===== src/rtl/du_exec_skid_reg_way1_pkg.sv =====
// Shared definitions for the way-1 decode/execute skid register.
// The optional trace payload is enabled with DU_TRACE_EN.
package du_exec_skid_reg_way1_pkg;

  localparam int unsigned DU_XLEN  = 64;
  localparam int unsigned DU_PID_W = 2;

  localparam logic [6:0] OPC_LOAD   = 7'b0000011;
  localparam logic [6:0] OPC_OP_IMM = 7'b0010011;
  localparam logic [6:0] OPC_STORE  = 7'b0100011;
  localparam logic [6:0] OPC_OP     = 7'b0110011;
  localparam logic [6:0] OPC_BRANCH = 7'b1100011;
  localparam logic [6:0] OPC_JAL    = 7'b1101111;

`ifdef DU_TRACE_EN
  localparam int unsigned DU_TRACE_W = 32;
`else
  localparam int unsigned DU_TRACE_W = 0;
`endif

  function automatic int unsigned du_bundle_w(input int unsigned xlen,
                                              input int unsigned pid_w);
    return 5 + 1 + 3 * xlen + 7 + 3 + 7 + 6 + pid_w + DU_TRACE_W;
  endfunction

  // Encoded as {main_valid, skid_valid}
  typedef enum logic [1:0] {
    EMPTY   = 2'b00,
    ILLEGAL = 2'b01,
    ONE     = 2'b10,
    TWO     = 2'b11
  } skid_state_t;

endpackage


===== src/rtl/du_exec_skid_reg_way1_slot.sv =====
// One skid-buffer slot: valid bit plus payload register with load/clear.
// Clear beats load so a flush always empties the slot.
module du_skid_slot #(
  parameter int unsigned W = 8
) (
  input  logic         clk,
  input  logic         rst,
  input  logic         load,
  input  logic         clear,
  input  logic [W-1:0] d,
  output logic         valid,
  output logic [W-1:0] q
);

  always_ff @(posedge clk) begin
    if (rst) begin
      valid <= 1'b0;
      q     <= '0;
    end else if (clear) begin
      valid <= 1'b0;
    end else if (load) begin
      valid <= 1'b1;
      q     <= d;
    end
  end

endmodule


===== src/rtl/du_exec_skid_reg_way1.sv =====
// Way-1 decoder->EU pipeline register: 2-entry skid buffer, registered outputs.
// Define DU_TRACE_EN to add instAddr payload and the stallCnt_o counter.
module du_exec_skid_reg_way1
  import du_exec_skid_reg_way1_pkg::*;
#(
  parameter int unsigned XLEN  = DU_XLEN,
  parameter int unsigned PID_W = DU_PID_W
) (
  input  logic             clk,
  input  logic             rst,
  input  logic             flush_i,
  input  logic             valid_i,
  output logic             ready_o,
  input  logic [4:0]       rdAddr_i,
  input  logic             rdWriteEnable_i,
  input  logic [XLEN-1:0]  rs1ReadData_i,
  input  logic [XLEN-1:0]  rs2ReadData_i,
  input  logic [XLEN-1:0]  imm_i,
  input  logic [6:0]       opCode_i,
  input  logic [2:0]       funct3_i,
  input  logic [6:0]       funct7_i,
  input  logic [5:0]       shamt_i,
  input  logic [PID_W-1:0] pID_i,
  output logic [4:0]       rdAddr_o,
  output logic             rdWriteEnable_o,
  output logic [XLEN-1:0]  rs1ReadData_o,
  output logic [XLEN-1:0]  rs2ReadData_o,
  output logic [XLEN-1:0]  imm_o,
  output logic [6:0]       opCode_o,
  output logic [2:0]       funct3_o,
  output logic [6:0]       funct7_o,
  output logic [5:0]       shamt_o,
  output logic [PID_W-1:0] pID_o,
`ifdef DU_TRACE_EN
  input  logic [31:0]      instAddr_i,
  output logic [31:0]      instAddr_o,
  output logic [31:0]      stallCnt_o,
`endif
  output logic             valid_o,
  input  logic             ready_i
);

  localparam int unsigned BW = du_bundle_w(XLEN, PID_W);

  logic [BW-1:0] bundle_in, main_d, main_q, skid_q;
  logic          skid_valid;
  logic          main_load, main_clr, skid_load, skid_clr;
  logic          in_fire, out_fire;
  skid_state_t   state;

  assign bundle_in = {rdAddr_i, rdWriteEnable_i, rs1ReadData_i, rs2ReadData_i, imm_i,
                      opCode_i, funct3_i, funct7_i, shamt_i, pID_i
`ifdef DU_TRACE_EN
                      , instAddr_i
`endif
                      };

  assign {rdAddr_o, rdWriteEnable_o, rs1ReadData_o, rs2ReadData_o, imm_o,
          opCode_o, funct3_o, funct7_o, shamt_o, pID_o
`ifdef DU_TRACE_EN
          , instAddr_o
`endif
          } = main_q;

  // State lives in the two slot valid bits rather than a separate register
  assign state    = skid_state_t'({valid_o, skid_valid});
  assign ready_o  = ~skid_valid & ~rst;
  assign in_fire  = valid_i & ready_o;
  assign out_fire = valid_o & ready_i;
  assign main_d   = (state == TWO) ? skid_q : bundle_in;

  always_comb begin
    main_load = 1'b0;
    main_clr  = 1'b0;
    skid_load = 1'b0;
    skid_clr  = 1'b0;
    if (flush_i) begin
      main_clr = 1'b1;
      skid_clr = 1'b1;
    end else begin
      unique case (state)
        EMPTY: main_load = in_fire;
        ONE: begin
          if (in_fire && out_fire) main_load = 1'b1;
          else if (out_fire)       main_clr  = 1'b1;
          else if (in_fire)        skid_load = 1'b1;
        end
        TWO: begin
          main_load = out_fire;
          skid_clr  = out_fire;
        end
        default: begin
          main_clr = 1'b1;
          skid_clr = 1'b1;
        end
      endcase
    end
  end

  du_skid_slot #(.W(BW)) u_main (
    .clk   (clk),
    .rst   (rst),
    .load  (main_load),
    .clear (main_clr),
    .d     (main_d),
    .valid (valid_o),
    .q     (main_q)
  );

  du_skid_slot #(.W(BW)) u_skid (
    .clk   (clk),
    .rst   (rst),
    .load  (skid_load),
    .clear (skid_clr),
    .d     (bundle_in),
    .valid (skid_valid),
    .q     (skid_q)
  );

`ifdef DU_TRACE_EN
  always_ff @(posedge clk) begin
    if (rst) begin
      stallCnt_o <= '0;
    end else if (valid_o && !ready_i && stallCnt_o != '1) begin
      stallCnt_o <= stallCnt_o + 32'd1;
    end
  end
`endif

endmodule

===== config.mk =====
export PLATFORM = sky130hd
export DESIGN_NAME = du_exec_skid_reg_way1
export DESIGN_NICKNAME = d
export VERILOG_FILES = /design/src/rtl/du_exec_skid_reg_way1_pkg.sv /design/src/rtl/du_exec_skid_reg_way1_slot.sv /design/src/rtl/du_exec_skid_reg_way1.sv
export SDC_FILE = /design/constraint.sdc
export NUM_CORES = 1
export LEC_CHECK = 0
export CAP_MARGIN = 20
export CORE_MARGIN = 8
export CORE_UTILIZATION = 45
export DETAILED_ROUTE_END_ITERATION = 10
export PLACE_DENSITY = 0.73
export SETUP_SLACK_MARGIN = 0.2
export SLEW_MARGIN = 15
export SYNTH_ARGS = -nofsm -noshare
export SYNTH_HDL_FRONTEND = slang
export SYNTH_SLANG_ARGS = --single-unit

===== constraint.sdc =====
create_clock -name clk -period 2.29 [get_ports clk]
set_input_delay 0.458 -clock clk [delete_from_list [all_inputs] [get_ports clk]]
set_output_delay 0.458 -clock clk [all_outputs]
set_load 0.03 [all_outputs]

Yosys cells after proc, flatten, opt, wreduce, memory -nomap -nowiden
Index checks and enable logic that the tools add are counted.
- memory bits (writable): 0
- bits of input ports: 228
- latch bits: 0
- bits in read-only memories: 0
- memories: 0
- flip-flop bits (word level): 448
- reductions and logical operators: 8
- divide/modulo/power cells: 0
- bitwise logic cells: 7
- order comparisons: 0
- mux-type cells: 15
- eq/ne operators: 2
- multiply operators: 0
- $add $sub $neg: 0
- shift-type cells: 0
- operator list (cell ; count):
    $mux 223 ; 1
    $mux 1 ; 11
    $reduce_or 2->1 ; 4
    $eq 2x2->1 const B ; 2
    $not 1->1 ; 4
    $pmux 1 s2 ; 2
    $reduce_and 2->1 ; 2
    $and 1x1->1 ; 3
    $pmux 1 s3 ; 1
    $logic_not 2->1 ; 1
    $logic_and 1x1->1 ; 1

Depth between registers and ports, before layout
Gate-level depths: netlist of run 1.
- word-level depth: 9
- mapped depth: 10

By module
From an unflattened synthesis of run 1, not the netlist that was laid out.
- cells, all modules: 2309
- area, all modules: 25072.8 um^2
- by module, submodules not included (module ; seq. area each (um^2) ; area an instance (um^2) ; instances ; cells an instance):
    du_skid_slot ; 4484.3 ; 10804.1 ; 2 ; 1021
    du_exec_skid_reg_way1 ; 0.0 ; 3464.6 ; 1 ; 267

Least setup slack after synthesis of run 1
No wires, ideal clock.
- path kind: register -> register
- from: register u_main.valid
- to: register u_main.q[100]
- buffers on the path: 4
- setup slack: -0.002 ns
- data arrival time: 2.210 ns
- cell stages (with the launch flop): 11
- cell sequence: dfxtp_1 -> inv_1 -> ha_1 -> a31o_1 -> a32o_1 -> buf_2 -> and2_1 -> buf_2 -> buf_6 -> buf_6 -> a211oi_2
- word-level cells in the longest chain between the ends: 7
- RTL lines (item ; RTL line ; text):
    from (decl) ; du_exec_skid_reg_way1_slot.sv:11 ; output logic valid,
    from (signal assigned) ; du_exec_skid_reg_way1_slot.sv:17 ; valid <= 1'b0;
    from (signal assigned) ; du_exec_skid_reg_way1_slot.sv:20 ; valid <= 1'b0;
    from (signal assigned) ; du_exec_skid_reg_way1_slot.sv:22 ; valid <= 1'b1;
    $and 1x1->1 ; du_exec_skid_reg_way1.sv:69 ; assign out_fire = valid_o & ready_i;
    $mux 1 / $logic_and 1x1->1 (equally long branches) ; du_exec_skid_reg_way1.sv:85, du_exec_skid_reg_way1.sv:84 ;
    $mux 1 ; du_exec_skid_reg_way1.sv:84 ; if (in_fire && out_fire) main_load = 1'b1;
    $pmux 1 s2 ; du_exec_skid_reg_way1.sv:81 ; unique case (state)
    $mux 1 ; du_exec_skid_reg_way1.sv:77 ; if (flush_i) begin
    $not 1->1 (no line) ; -- ;
    $reduce_and 2->1 (no line) ; -- ;
    to (signal assigned) ; du_exec_skid_reg_way1_slot.sv:18 ; q <= '0;
    to (signal assigned) ; du_exec_skid_reg_way1_slot.sv:23 ; q <= d;
    to (decl) ; du_exec_skid_reg_way1_slot.sv:12 ; output logic [W-1:0] q
Parallel ways exist; a longest one is shown, timed or not.
A chain may end at the register's enable or synchronous reset.

Worst setup path in the final report of run 1
- from: register u_main.valid
- to: register u_main.q[205]
Same word-level chain as after synthesis.

==> impl_metrics.yaml, run 1 <==
outcome:
  run_status: "complete, no violations"
setup_path:
  highest_net_fanout_along_the_worst_path: 23
  cp_top_family: "compound AO/OA/AOI/OAI gates"
  slowest_delay_ns: 0.37
  setup.worst_path.end_class: "register"
  critical-path-slowest-cell: "dfxtp_4"
  worstPathArrival_ns: 2.54
  worst_reg2reg_path_depth: 8
  cp_data_required_time_ns: 2.75
  critPathBufInv: 3
  critPathKind: "reg -> reg"
  cp-start-kind: "register"
  list_of_cells_traversed_by_the_critical_path: "buf_4 > ha_4 > and3_4 > a32o_4 > buf_4 > buf_16 > a21oi_2 > a211oi_1"
  cp_common_cell: "buf_4"
  worst-path-stages: 8
job:
  max-cap-violations: 0
detailed_routing:
  wl_per_cell_microns: 22.1
  via_count: 16950
  drt_iter0_markers: 1453
  drt-pass1-iter-count: 5
  wl_microns: 66200
  drt-vias-per-instance: 5.67
  drc: 0
  antenna_left: 0
synth:
  synth_area_leaders: "dfxtp_1, a21oi_1, mux2i_1"
  synth_area_leader_cell: "dfxtp_1"
  synth_cells: 2011
  ys_dominant_reg_cell: "dfxtp_1"
  syn-mean-instance-area_sq_um: 9.33
  yosysTopAreaCellShare_pct: 47.8
  synth-warning-count: 0
  synth_seq_cells: 448
  yosysSeqAreaShare_pct: 47.8
  post_synth_instance_area_sq_um: 18800
  synth_enable_flop_cells: 0
  netlist-cell-type-count: 25
  yosys-top-cells-count: "a21oi_1, dfxtp_1, nand2_1"
  ys_async_sr_fraction_pct: 0
  postSynthNetCount: 2243
sta:
  hold_viol: 0
  worst_slew_pin_slew_ns: 1.23
  fmax_ghz: 0.479
  final_max_slew_viol_count: 0
  fin_skew_ns: 0.0101
  clock_period_minus_worst_slack_ns: 2.09
  setup_total_negative_slack_ns: 0
  rsz0062_at_grt: "true"
  layout_worst_path_cycle_share_pct: 91.2
  relSlewSlack_pct: 18.1
  timing.final.setup_violations: 0
global_route:
  grt_antenna_before_repair: 16
  via_count_of_the_first_global_routing_pass: 16675
  maximum_number_of_pins_on_one_net_before_global_route_repair: 197
  grt_use_total_pct: 24.6
  grt_first_pass_wirelength_microns: 95400
  grt_overflow: 0
final_layout:
  n_fill_cell: 3330
  nets: 2640
  layout-drive-gt1-share_pct: 18.0
  area_delta_synth_final_pct: 40.7
cts:
  clock_path_buffers: 3
  number_of_clock_sinks_seen_by_cts: 448
  insertion_delay_ns: 0.57
  path_clk_slew_ns: 0.06
  tritoncts_buffer_count: 48
  tritoncts: "done"
  cts_root_buf: "clkbuf_16"
  h-tree-depth: 2
worst_hold_path:
  timing.hold.worst_path_depth: 5
  worst_hold_path_type: "in -> reg"
die:
  floorplan.die_area_sq_um: 48500
  chipHeight_microns: 220
  initial_core_util_pct: 45.2
  die-width_microns: 220
  floorplan.core_area_sq_um: 41600
  io_pins: 453
  placement_rows: 75
placement:
  routabilityCongestion: 0.823
  buffer_ports.inserted: 452
  dp.final_hpwl_microns: 40100
pwr:
  design_power_total_mw: 18.4
  max-vdd-ir-drop_mv: 0.476
  power.density_cell_area_nw_per_um2: 696
  p_leak_nw: 9.59
## routing by layer
layer  routed length, microns  part of all wire (%)  GRT usage [%]  up-vias
li1                         -                     -              -     7907
met1                    27400                    41           31.0     8298
met2                    31600                    48           40.4      590
met3                     4680                   7.1           5.54      145
met4                     2400                   3.6           10.2       10
met5                       69                  0.10              0        -
## metrics by stage
| step | setup WS [ns] | utilization, % | std cells | instance area (sq um) | hold WS, ns |
|---|---|---|---|---|---|
| after global placement | -0.444 | 57.5 | 2866 | 23900 | 0.441 |
| after detailed placement | -0.571 | 57.5 | 2866 | 23900 | 0.446 |
| after global routing | 0.171 | 63.5 | 2987 | 26400 | 0.352 |
| after floorplan | 0.209 | - | 2011 | 18800 | 0.436 |
| final | 0.202 | 63.5 | 2991 | 26400 | 0.355 |
| after CTS | 0.138 | 61.7 | 2963 | 25600 | 0.306 |
## flip-flops by register name, summed over array words and instances, names as in the netlist
register      cells
u_skid.q        223
u_skid.valid      1
u_main.q        223
u_main.valid      1
## path summary, 6_finish.rpt
| kind | start | endpoint | slack, ns |
|---|---|---|---|
| worst min register to register | u_skid.q[9] | u_skid.q[9] | 0.45 |
| worst max register to register | u_main.valid | u_main.q[205] | 0.20 |
| worst min-delay path | rst | u_main.valid | 0.36 |
| worst max-delay path | u_main.valid | u_main.q[205] | 0.20 |
## worst reg2reg max path, cell delays in order (launching register included)
cell,delay (ns)
dfxtp_4,0.37
buf_4,0.16
ha_4,0.18
and3_4,0.21
a32o_4,0.21
buf_4,0.22
buf_16,0.21
a21oi_2,0.13
a211oi_1,0.31
## area by class of cell
type | count | area [sq um] | share of cell area (%)
antenna | 9 | 22.5 | 0.0853
clock buffer | 67 | 1390 | 5.28
clock inverter | 18 | 179 | 0.677
inverter | 2 | 7.51 | 0.0284
multi-input combinational | 1364 | 9250 | 35.0
sequential | 448 | 8970 | 34.0
tap | 539 | 674 | 2.55
timing repair buffer | 544 | 5910 | 22.4
## where the power goes
part	internal, mW	switching, mW
Clock	4.58	3.21
Combinational	1.04	1.39
Sequential	8.02	0.154
Total	13.6	4.75
## repair_timing
item	4_1_cts	5_1_grt
cloned	5	12
pin swaps	0	7
endpoints found under the setup margin	374	376
gates resized for setup	196	118
hold buffers	0	0
hold endpoints to repair	0	0
buffers inserted	7	7
## cell usage in the layout, fill, tap and decap left out, drive strengths merged, types with 4 or more instances in the layout
cell type      Yosys  final
diode              0      9
a211oi           223    223
nand2            447    447
clkinv             0     11
mux2i            223    223
a21oi            448    448
dlygate4sd2        0    152
dlymetal6s2s       0     40
clkbuf           129     76
inv                2      4
dfxtp            448    448
buf               70     85
clkdlybuf4s50      0    258
ha                 4      4
## cells by family after synthesis
family | after synthesis | synth area share, %
AOI/OAI and AO/OA | 674 | 25.5
and+or+nand+nor | 461 | 9.41
DFF | 448 | 47.8
muxes | 223 | 11.9
buffers and inverters | 201 | 5.12
adders and majority gates | 4 | 0.267
No activity file was read; power rests on OpenSTA's default activity.
==> run 2, diff against run 1 <==
- CELL_PAD_IN_SITES_DETAIL_PLACEMENT: unset -> 0
- CELL_PAD_IN_SITES_GLOBAL_PLACEMENT: unset -> 1
- CORE_UTILIZATION: 45 -> 37
- PLACE_DENSITY: 0.73 -> 0.88
==> run 2 against run 1 <==
Effect of this change: final cell count rose by 4.5%; global-route usage shrank 4.9 points; via count shrank 2.3%; worst setup slack better by 0.0031 ns; die area increased by 20%; clock power up 1%; critical path depth is the same; core utilization decreased by 11 points; fmax rose by 0.15%; flip-flop and latch count stayed put; sequential share of layout area decreased by 0.10 points; hold slack worse by 0.23 ns.
==> impl_metrics.yaml, run 2 (synthesized netlist as in run 1, its figures left out) <==
outcome:
  run_status: "complete, no violations"
die:
  io_pins: 453
  initial_core_util_pct: 37.4
  placement_rows: 82
  chipHeight_microns: 241
  floorplan.core_area_sq_um: 50200
  die-width_microns: 241
  floorplan.die_area_sq_um: 58200
cts:
  number_of_clock_sinks_seen_by_cts: 448
  clock_path_buffers: 3
  cts_root_buf: "clkbuf_16"
  hold_buffers: 0
  insertion_delay_ns: 0.58
  tritoncts: "done"
  path_clk_slew_ns: 0.06
  h-tree-depth: 2
  tritoncts_buffer_count: 48
final_layout:
  layout_common_cells: "nand2_1, dfxtp_1, a21oi_1"
  nets: 2651
  area_delta_synth_final_pct: 41.1
  largestRegisters: "u_main.q x223, u_skid.q x223"
  final_common_cell: "nand2_1"
  n_fill_cell: 4490
  layout-drive-gt1-share_pct: 16.1
  finish.utilization_pct: 52.8
detailed_routing:
  via_count: 16567
  wl_microns: 63500
  drt-vias-per-instance: 5.30
  wl_per_cell_microns: 20.3
  antenna_left: 0
  drt-pass1-iter-count: 5
  drc: 0
  drt_iter0_markers: 962
sta:
  relSlewSlack_pct: 42.0
  final_max_slew_viol_count: 0
  hold_viol: 0
  clock_period_minus_worst_slack_ns: 2.08
  worst_slew_pin_slew_ns: 0.870
  timing.final.setup_violations: 0
  rsz0062_at_grt: "true"
  layout_worst_path_cycle_share_pct: 91.0
  fin_skew_ns: 0.0126
  worst_slack_ns: 0.205
  fmax_ghz: 0.480
worst_hold_path:
  worst_hold_path_type: "in -> reg"
  timing.hold.worst_path_depth: 2
  min_to: "u_skid.q[23]"
  min_from: "rst"
placement:
  buffer_ports.inserted: 452
  dp.final_hpwl_microns: 41500
  place_worst_setup_slack_ns: -0.107
  routabilityCongestion: 0.823
pwr:
  power.density_cell_area_nw_per_um2: 697
  max-vdd-ir-drop_mv: 0.497
  p_leak_nw: 9.55
  design_power_total_mw: 18.5
setup_path:
  setup.worst_path.end_class: "register"
  slowest_delay_ns: 0.42
  reg2reg_from: "u_main.valid"
  worst-path-stages: 8
  critical-path-slowest-cell: "dfxtp_4"
  highest_net_fanout_along_the_worst_path: 6
  r2r_end: "u_main.q[169]"
  worst_reg2reg_path_depth: 8
  critPathBufInv: 3
  worstPathArrival_ns: 2.58
  critPathKind: "reg -> reg"
  cp_top_family: "compound AO/OA/AOI/OAI gates"
  cp_common_cell: "clkbuf_16"
  cp_data_required_time_ns: 2.78
  cp-start-kind: "register"
  list_of_cells_traversed_by_the_critical_path: "inv_6 > ha_4 > a31o_1 > a32o_4 > and2_4 > clkbuf_16 > clkbuf_16 > a211oi_4"
  regToRegSetupSlack_ns: 0.21
global_route:
  grt_use_total_pct: 19.7
  global_route.usage.met2_pct: 32.7
  via_count_of_the_first_global_routing_pass: 16434
  grt_most_used_layer: "met2"
  grtUsageMet1_pct: 24.7
  grt_antenna_before_repair: 5
  grt_util_met3_pct: 4.31
  grt_first_pass_wirelength_microns: 92600
  maximum_number_of_pins_on_one_net_before_global_route_repair: 144
  grt_overflow: 0
job:
  max-cap-violations: 0
## run 2: cell types whose count changed in the layout (fill, tap and decap cells not counted), sizes merged, moves of 2 or more
| cell | previous run | this run |
|---|---|---|
| dlygate4sd2 | 152 | 190 |
| clkdlybuf4s50 | 258 | 235 |
| dlymetal6s2s | 40 | 25 |
| buf | 85 | 93 |
| clkbuf | 76 | 83 |
| diode | 9 | 3 |
| clkinv | 11 | 7 |
| and2 | 3 | 1 |
## run 2: how the worst max path moves through the flow
stage	end	slack, ns	start
floorplan	u_main.q[100]	0.21	u_skid.valid
global placement	u_main.q[219]	-0.006	ready_i
detailed placement	u_main.q[6]	-0.11	flush_i
CTS	ready_o	0.16	u_skid.valid
global route	u_main.q[98]	0.16	u_main.valid
finish	u_main.q[169]	0.21	u_main.valid
## run 2: repair_timing
action	CTS	global route
setup endpoints to repair	208	154
setup buffers	1	8
pin swaps	0	6
gates resized for setup	195	85
cloned	0	13
## run 2: layer usage
metal	vias to the layer above	part of all wire (%)
met1	8024	43
li1	7898	-
met3	130	6.1
met5	-	0.071
met4	6	3.3
met2	509	48
## run 2: final cells by class
class / count / area [sq um] / area share [%]
Timing Repair Buffer: 557 / 5980 / 22.6
Multi-Input combinational cell: 1362 / 9070 / 34.2
Clock inverter: 13 / 180 / 0.680
Inverter: 2 / 12.5 / 0.0472
Antenna cell: 3 / 7.51 / 0.0283
Clock buffer: 69 / 1420 / 5.37
Tap cell: 672 / 841 / 3.17
Sequential cell: 448 / 8970 / 33.9
## run 2: power breakdown
part / total (mW) / leakage [nW] / switching (mW) / internal, mW
sequential: 8.16 / 3.64 / 0.142 / 8.02
combinational: 2.41 / 5.12 / 1.37 / 1.04
clock: 7.88 / 0.789 / 3.22 / 4.66
total: 18.5 / 9.55 / 4.73 / 13.7
## run 2: per-stage QoR
stage                     setup TNS [ns]  hold WS, ns  cell area, sq um  cells
after global routing                   0       0.0902             26500   3125
after global placement           -0.0525        0.440             24400   3019
after floorplan                        0        0.436             18800   2011
after detailed placement           -4.04        0.446             24400   3019
final                                  0        0.125             26500   3126
after CTS                              0       0.0859             25800   3102
